[src/rtl/log_normalizer_if.sv]
// Operand/result handshake bundle for the log normalizer.
// The master side supplies operands and consumes results; the slave side is the normalizer.
interface log_normalizer_if #(
    parameter int W = 16,
    parameter int N = 8,
    parameter int E = 4
);
    logic         in_valid;
    logic         in_ready;
    logic [W-1:0] in_data;
    logic         out_valid;
    logic         out_ready;
    logic [0:N]   x;
    logic [E-1:0] exp;
    logic         zero_err;

    modport master (
        output in_valid, in_data, out_ready,
        input  in_ready, out_valid, x, exp, zero_err
    );

    modport slave (
        input  in_valid, in_data, out_ready,
        output in_ready, out_valid, x, exp, zero_err
    );
endinterface

[src/rtl/log_normalizer.sv]
// Leading-one normalizer: turns an unsigned integer into a 1.f mantissa and an exponent
// by shifting left one bit per cycle until the MSB is set.
module log_normalizer #(
    parameter int W = 16,
    parameter int N = 8,
    parameter int E = 4
) (
    input  logic             clk,
    input  logic             reset,
    log_normalizer_if.slave  bus
);
    localparam int CW = (W > 2) ? $clog2(W) : 1;
    localparam logic [CW-1:0] MAX_CNT = CW'(W - 1);

    typedef enum logic [1:0] {IDLE, SHIFT, HOLD} state_t;

    state_t       state;
    logic [W-1:0] sreg;
    logic [CW-1:0] cnt;
    logic [N:0]   mant;

    // Top N+1 bits of the shift register; narrow operands are zero-padded on the right.
    generate
        if (W >= N + 1) begin : g_trunc
            assign mant = sreg[W-1 -: N+1];
        end else begin : g_pad
            assign mant = {sreg, {(N + 1 - W){1'b0}}};
        end
    endgenerate

    // NOTE: in_ready is decoded from state alone so it never depends on in_valid,
    // which keeps the handshake free of combinational loops with the producer.
    assign bus.in_ready = (state == IDLE) & ~reset;

    // NOTE: every register is cleared by the asynchronous reset, so an operation in
    // flight is abandoned the moment reset rises rather than at the next edge.
    always_ff @(posedge clk or posedge reset) begin
        if (reset) begin
            state         <= IDLE;
            sreg          <= '0;
            cnt           <= '0;
            bus.x         <= '0;
            bus.exp       <= '0;
            bus.zero_err  <= 1'b0;
            bus.out_valid <= 1'b0;
        end else begin
            case (state)
                IDLE: begin
                    if (bus.in_valid) begin
                        sreg  <= bus.in_data;
                        cnt   <= '0;
                        state <= SHIFT;
                    end
                end
                SHIFT: begin
                    if (sreg[W-1]) begin
                        bus.x         <= mant;
                        bus.exp       <= E'(MAX_CNT - cnt);
                        bus.zero_err  <= 1'b0;
                        bus.out_valid <= 1'b1;
                        state         <= HOLD;
                    end else if (sreg == '0) begin
                        // Zero operand: one pass through SHIFT gives it the same
                        // single-cycle latency as an operand with its MSB set.
                        bus.x         <= '0;
                        bus.exp       <= '0;
                        bus.zero_err  <= 1'b1;
                        bus.out_valid <= 1'b1;
                        state         <= HOLD;
                    end else begin
                        sreg <= sreg << 1;
                        cnt  <= cnt + CW'(1);
                    end
                end
                HOLD: begin
                    if (bus.out_ready) begin
                        bus.out_valid <= 1'b0;
                        state         <= IDLE;
                    end
                end
                default: state <= IDLE;
            endcase
        end
    end
endmodule
[src/flat_wrapper.sv]
// flat-port wrapper written by rule: the top's interface ports become plain ports
module log_normalizer_flat 
#(
    parameter int W = 16,
    parameter int N = 8,
    parameter int E = 4
)
  (clk, reset, bus_in_valid, bus_in_data, bus_out_ready, bus_in_ready, bus_out_valid, bus_x, bus_exp, bus_zero_err);
  log_normalizer_if #(.W(W), .N(N), .E(E)) bus_i ();
  input  logic clk;
  input  logic reset;
  input wire logic [$bits(bus_i.in_valid)-1:0] bus_in_valid;
  input wire logic [$bits(bus_i.in_data)-1:0] bus_in_data;
  input wire logic [$bits(bus_i.out_ready)-1:0] bus_out_ready;
  output wire logic [$bits(bus_i.in_ready)-1:0] bus_in_ready;
  output wire logic [$bits(bus_i.out_valid)-1:0] bus_out_valid;
  output wire logic [$bits(bus_i.x)-1:0] bus_x;
  output wire logic [$bits(bus_i.exp)-1:0] bus_exp;
  output wire logic [$bits(bus_i.zero_err)-1:0] bus_zero_err;
  assign bus_i.in_valid = bus_in_valid;
  assign bus_i.in_data = bus_in_data;
  assign bus_i.out_ready = bus_out_ready;
  assign bus_in_ready = bus_i.in_ready;
  assign bus_out_valid = bus_i.out_valid;
  assign bus_x = bus_i.x;
  assign bus_exp = bus_i.exp;
  assign bus_zero_err = bus_i.zero_err;
  log_normalizer #(.W(W), .N(N), .E(E)) u_core (.clk(clk), .reset(reset), .bus(bus_i));
endmodule
[config.mk]
export PLATFORM = sky130hd
export DESIGN_NAME = log_normalizer_flat
export DESIGN_NICKNAME = d
export VERILOG_FILES = /design/src/rtl/log_normalizer_if.sv /design/src/rtl/log_normalizer.sv /design/src/flat_wrapper.sv
export SDC_FILE = /design/constraint.sdc
export NUM_CORES = 1
export LEC_CHECK = 0
export ABC_AREA = 1
export CORE_ASPECT_RATIO = 0.9
export CORE_MARGIN = 4
export CORE_UTILIZATION = 35
export CTS_CLUSTER_DIAMETER = 80
export DETAILED_ROUTE_END_ITERATION = 10
export GPL_ROUTABILITY_DRIVEN = 0
export GPL_TIMING_DRIVEN = 0
export PLACE_DENSITY = 0.68
export SYNTH_ARGS = -nofsm -noshare
export SYNTH_HDL_FRONTEND = slang
export SYNTH_SLANG_ARGS = --single-unit
[constraint.sdc]
create_clock -name clk -period 3.05 [get_ports clk]
set_clock_uncertainty 0.2 [all_clocks]
set_input_delay 0.61 -clock clk [delete_from_list [all_inputs] [get_ports clk]]
set_output_delay 0.61 -clock clk [all_outputs]
set_load 0.02 [all_outputs]
# Word level (Yosys, flattened, before mapping)
# Index checks and enable logic that the tools add are counted.
[classes]
n_addsub = 2
mul = 0
div_mod_pow = 0
n_lt_le_gt_ge = 0
n_eq_ne = 7
n_shift = 0
mux = 22
bitwise = 2
reduce_logical = 10
[op_table]
columns = ["op", "n"]
rows = [
  ["$mux W16", 3],
  ["$pmux W16 S2", 1],
  ["$mux W4", 5],
  ["$mux W9", 2],
  ["$logic_not A16 Y1", 1],
  ["$mux W2", 4],
  ["$ne A2 B2 Y1 const B", 4],
  ["$pmux W4 S2", 1],
  ["$pmux W2 S3", 1],
  ["$reduce_and A3 Y1", 2],
  ["$reduce_bool A2 Y1", 3],
  ["$add A4 B1 Y4 const B", 1],
  ["$mux W1", 4],
  ["$reduce_and A2 Y1", 2],
  ["$reduce_and A4 Y1", 1],
  ["$sub A4 B4 Y4 const A", 1],
  ["$ne A3 B1 Y1 const B", 1],
  ["$eq A2 B1 Y1 const B", 1],
  ["$eq A2 B2 Y1 const B", 1],
  ["$logic_not A2 Y1", 1],
  ["$pmux W1 S2", 1],
  ["$and A1 B1 Y1", 1],
  ["$not A1 Y1", 1],
]
[word_totals]
regBits = 37
latch_bits = 0
mem_bits_rw = 0
romBits = 0
inputBits = 20
out_inout_bits = 16
n_memories = 0

# Depth between registers and ports, before layout
# Gate-level depths: netlist of run 1.
[depth]
depth_word = 4
ltp_mapped = 10
ltp_nobuf = 8

# Least setup slack after synthesis of run 1
# No wires, ideal clock.
[synth_timing]
path_kind = "register to output"
from = "register u_core.state[0]"
to = "output port bus_in_ready"
t_arrival_ns = 0.967
path_slack_ns = 1.273
path_stages_with_launch = 5
path_buffers = 0
cell_sequence = "dfrtp_1 inv_1 ha_1 inv_2 nor2_1"
[synth_between]
elab_chain_cells = 2
[synth_rtl]
columns = ["element", "line", "text"]
rows = [
  ["start: declaration", "log_normalizer.sv:17", "state_t state;"],
  ["start signal: assignment", "log_normalizer.sv:39", "state <= IDLE;"],
  ["start signal: assignment", "log_normalizer.sv:52", "state <= SHIFT;"],
  ["start signal: assignment", "log_normalizer.sv:61", "state <= HOLD;"],
  ["$logic_not A2 Y1", "log_normalizer.sv:33", "assign bus.in_ready = (state == IDLE) & ~reset;"],
  ["$and A1 B1 Y1", "log_normalizer.sv:33", ""],
  ["end: declaration", "flat_wrapper.sv:15", "output wire logic [$bits(bus_i.in_ready)-1:0] bus_in_ready;"],
]
# No other way between the ends.

# Final worst setup path of run 1
[layout_timing]
from = "input port reset"
to = "output port bus_in_ready"
[layout_between]
elab_chain_cells = 2
[layout_rtl]
columns = ["element", "line", "text"]
rows = [
  ["start: declaration", "flat_wrapper.sv:11", "input logic reset;"],
  ["$not A1 Y1", "log_normalizer.sv:33", ""],
  ["$and A1 B1 Y1", "log_normalizer.sv:33", ""],
]
# No other way between the ends.

==> run metrics, run 1 <==
Setup WS post-layout=0.476 ns; num ports=36; critical path class=input pin to primary output; crit path time final=2.57 ns; post-cts resize count=0; Hold Path Class=register to register; PortBufs=35; Die Ht=79.0 um; Netlist Area Pre-Place=1960 um^2; initial antenna violation count=0; Hold Worst Slack=0.272 ns; Die W=86.8 um; WL per Instance=12.5 um; Worst VDD drop=0.494 mV; final hold vios=0; Core Rows=25; Netlist cell types=23; H-Tree Depth=2; Post-DRT Antenna Nets=0; Fmax=389 MHz; status=finished, final reports clean; #FFs+latches synth=37; clock sink count=37; initial core utilization=0.366; RSZ-0062 raised after global routing=no; DRT Wirelength=4.37 mm; Layout Nets=307; post-synthesis cell count=239; drt drc=0; clk_lat worst skew=0.28 ns; Remaining Overflow, GRT=0; CP Launch Type=input pin; post-layout util=0.462; Power Density=1040 nW/um^2; Multi-input gate area=855 um^2; clock root cell=clkbuf_8; part of the cycle the worst path needs=0.844; CP arrival=1.76 ns; Total Routing Usage GR=0.137; CTS buffer count=5; first-pass GRT wire length=7.46 mm; initial drt markers=84; worst-margin pin slew=0.790 ns; Rel. slew slack=0.472; drt first pass iters=4; vias after detailed routing=1672; largest net degree at the start of global routing=38; Worst EP required=2.24 ns; fraction of layout cells with a size suffix above 1=0.131; hold buffers post-CTS=0; CTS max path bufs=2; yosys warns=0; post-synthesis sequential area ratio=0.473; endpoints failing setup=0; Static Leak=1.19 nW; FF/Latch Area=926 um^2; core area=5350 um^2; net count after synthesis=265; endpoint type of the worst setup path=primary output; number of global-route vias before repair=1677; area grow syn2layout=26.3%; Reg clk slew, reported paths=0.07 ns; Die Area=6860 um^2; Vias/cell=4.79; peak fanout along the critical path=2; post-detail-place hpwl=3.18 mm; Post-Route Setup TNS=0 ns; ANT cells=0; TritonCTS clock tree=built; fillcell total=522; total chip power=0.00257 W; max-slew violation count=0; pre-CTS setup slack=0.476 ns; Post-CTS Setup Inserts=0; Mean Syn Cell Area=8.19 um^2; max-cap check violation count=0
[synth_stat cells, drive strengths merged]
cell / number / area [um^2]
ha: 6 / 75.1
o31ai: 2 / 15.0
a31o: 1 / 8.76
a21oi: 2 / 10.0
nand4: 4 / 25.0
o21ai: 26 / 168
inv: 24 / 90.1
nor4: 1 / 6.26
nand2: 68 / 255
buf: 11 / 76.3
nand3: 39 / 213
dfrtp: 37 / 926
clkbuf: 3 / 11.3
nor2: 12 / 60.1
or2: 3 / 18.8
[metal layers]
layer  GRT usage  vias up  wire (um)
met4      0.0467        0         59
met3      0.0363        6        251
met5           0        -          0
met2       0.219       42       1950
met1       0.180      771       2110
li1            -      853          -
[path summary, 6_finish.rpt]
check	endpoint	cells after the start	slack, ns	from
max	bus_in_ready	3	0.48	reset
min	u_core.bus.out_valid	2	0.27	u_core.bus.out_valid
max reg2reg	u_core.sreg[13]	10	1.11	u_core.state[1]
min reg2reg	u_core.bus.out_valid	2	0.27	u_core.bus.out_valid
max in group asynchronous	u_core.sreg[1]	2	1.53	reset
min in group asynchronous	u_core.bus.x[5]	2	0.62	reset
[cell families (layout without fill, tap and decap cells)]
group | count (synthesis) | after routing | synth area share
adders and majority gates | 6 | 6 | 0.0383
and+or+nand+nor | 127 | 127 | 0.295
AOI/OAI and AO/OA | 31 | 31 | 0.103
DFF | 37 | 37 | 0.473
buffers and inverters | 38 | 81 | 0.0907
[cell usage in the layout, fill, tap and decap left out, types with 6 or more instances in the layout]
cell / synthesis / final
buf_2: 7 / 7
clkbuf_1: 3 / 6
clkdlybuf4s50_1: 0 / 35
dfrtp_1: 37 / 37
ha_1: 6 / 6
inv_1: 22 / 21
nand2_1: 68 / 68
nand3_1: 37 / 37
nor2_1: 10 / 10
o21ai_0: 11 / 11
o21ai_2: 10 / 10
[final cells by class]
class                      instances  share of cell area
inverter                          24              0.0364
multi-input combinational        164               0.346
buffer                            14              0.0354
timing repair buffer              35               0.142
sequential                        37               0.374
clock buffer                       8              0.0324
tap                               67              0.0339
[flip-flops by register name, indices dropped and copies added, names as in the netlist]
register,count
u_core.bus.zero_err,1
u_core.cnt,4
u_core.bus.x,9
u_core.bus.out_valid,1
u_core.bus.exp,4
u_core.state,2
u_core.sreg,16
[power breakdown]
group	leakage [nW]	internal (W)	switching [W]	total [W]
clock network	0.0395	0.000162	0.000161	0.000323
logic	0.687	0.000559	0.000835	0.00139
registers	0.467	0.000701	0.000154	0.000855
[per-stage QoR]
stage	cell area, um^2	instances
after floorplan	1960	239
after global placement	2390	341
after detailed placement	2390	341
after CTS	2470	349
after global routing	2470	349
final	2470	349
[worst max-delay path, cell delays in order]
cell and delay (ns):
clkdlybuf4s50_1 0.43, nor2_1 0.11, clkdlybuf4s50_1 0.61
Power figures use the tool's default switching activity.
==> run 2: changes to the inputs <==
clock period = 2.6 ns   (was 3.05 ns; I/O delays follow)
==> results of run 2 <==
Same layout as run 1 (identical final DEF). Status: finished, final reports clean.
Main changes from that run: setup slack after placement 0.476 ns -> 0.206 ns; setup slack after layout 0.476 ns -> 0.148 ns; start point of the critical path reset -> u_core.state[0]; register-to-register setup slack 1.11 ns -> 0.66 ns; total power 0.00257 W -> 0.00302 W; worst IR drop on VDD 0.494 mV -> 0.579 mV
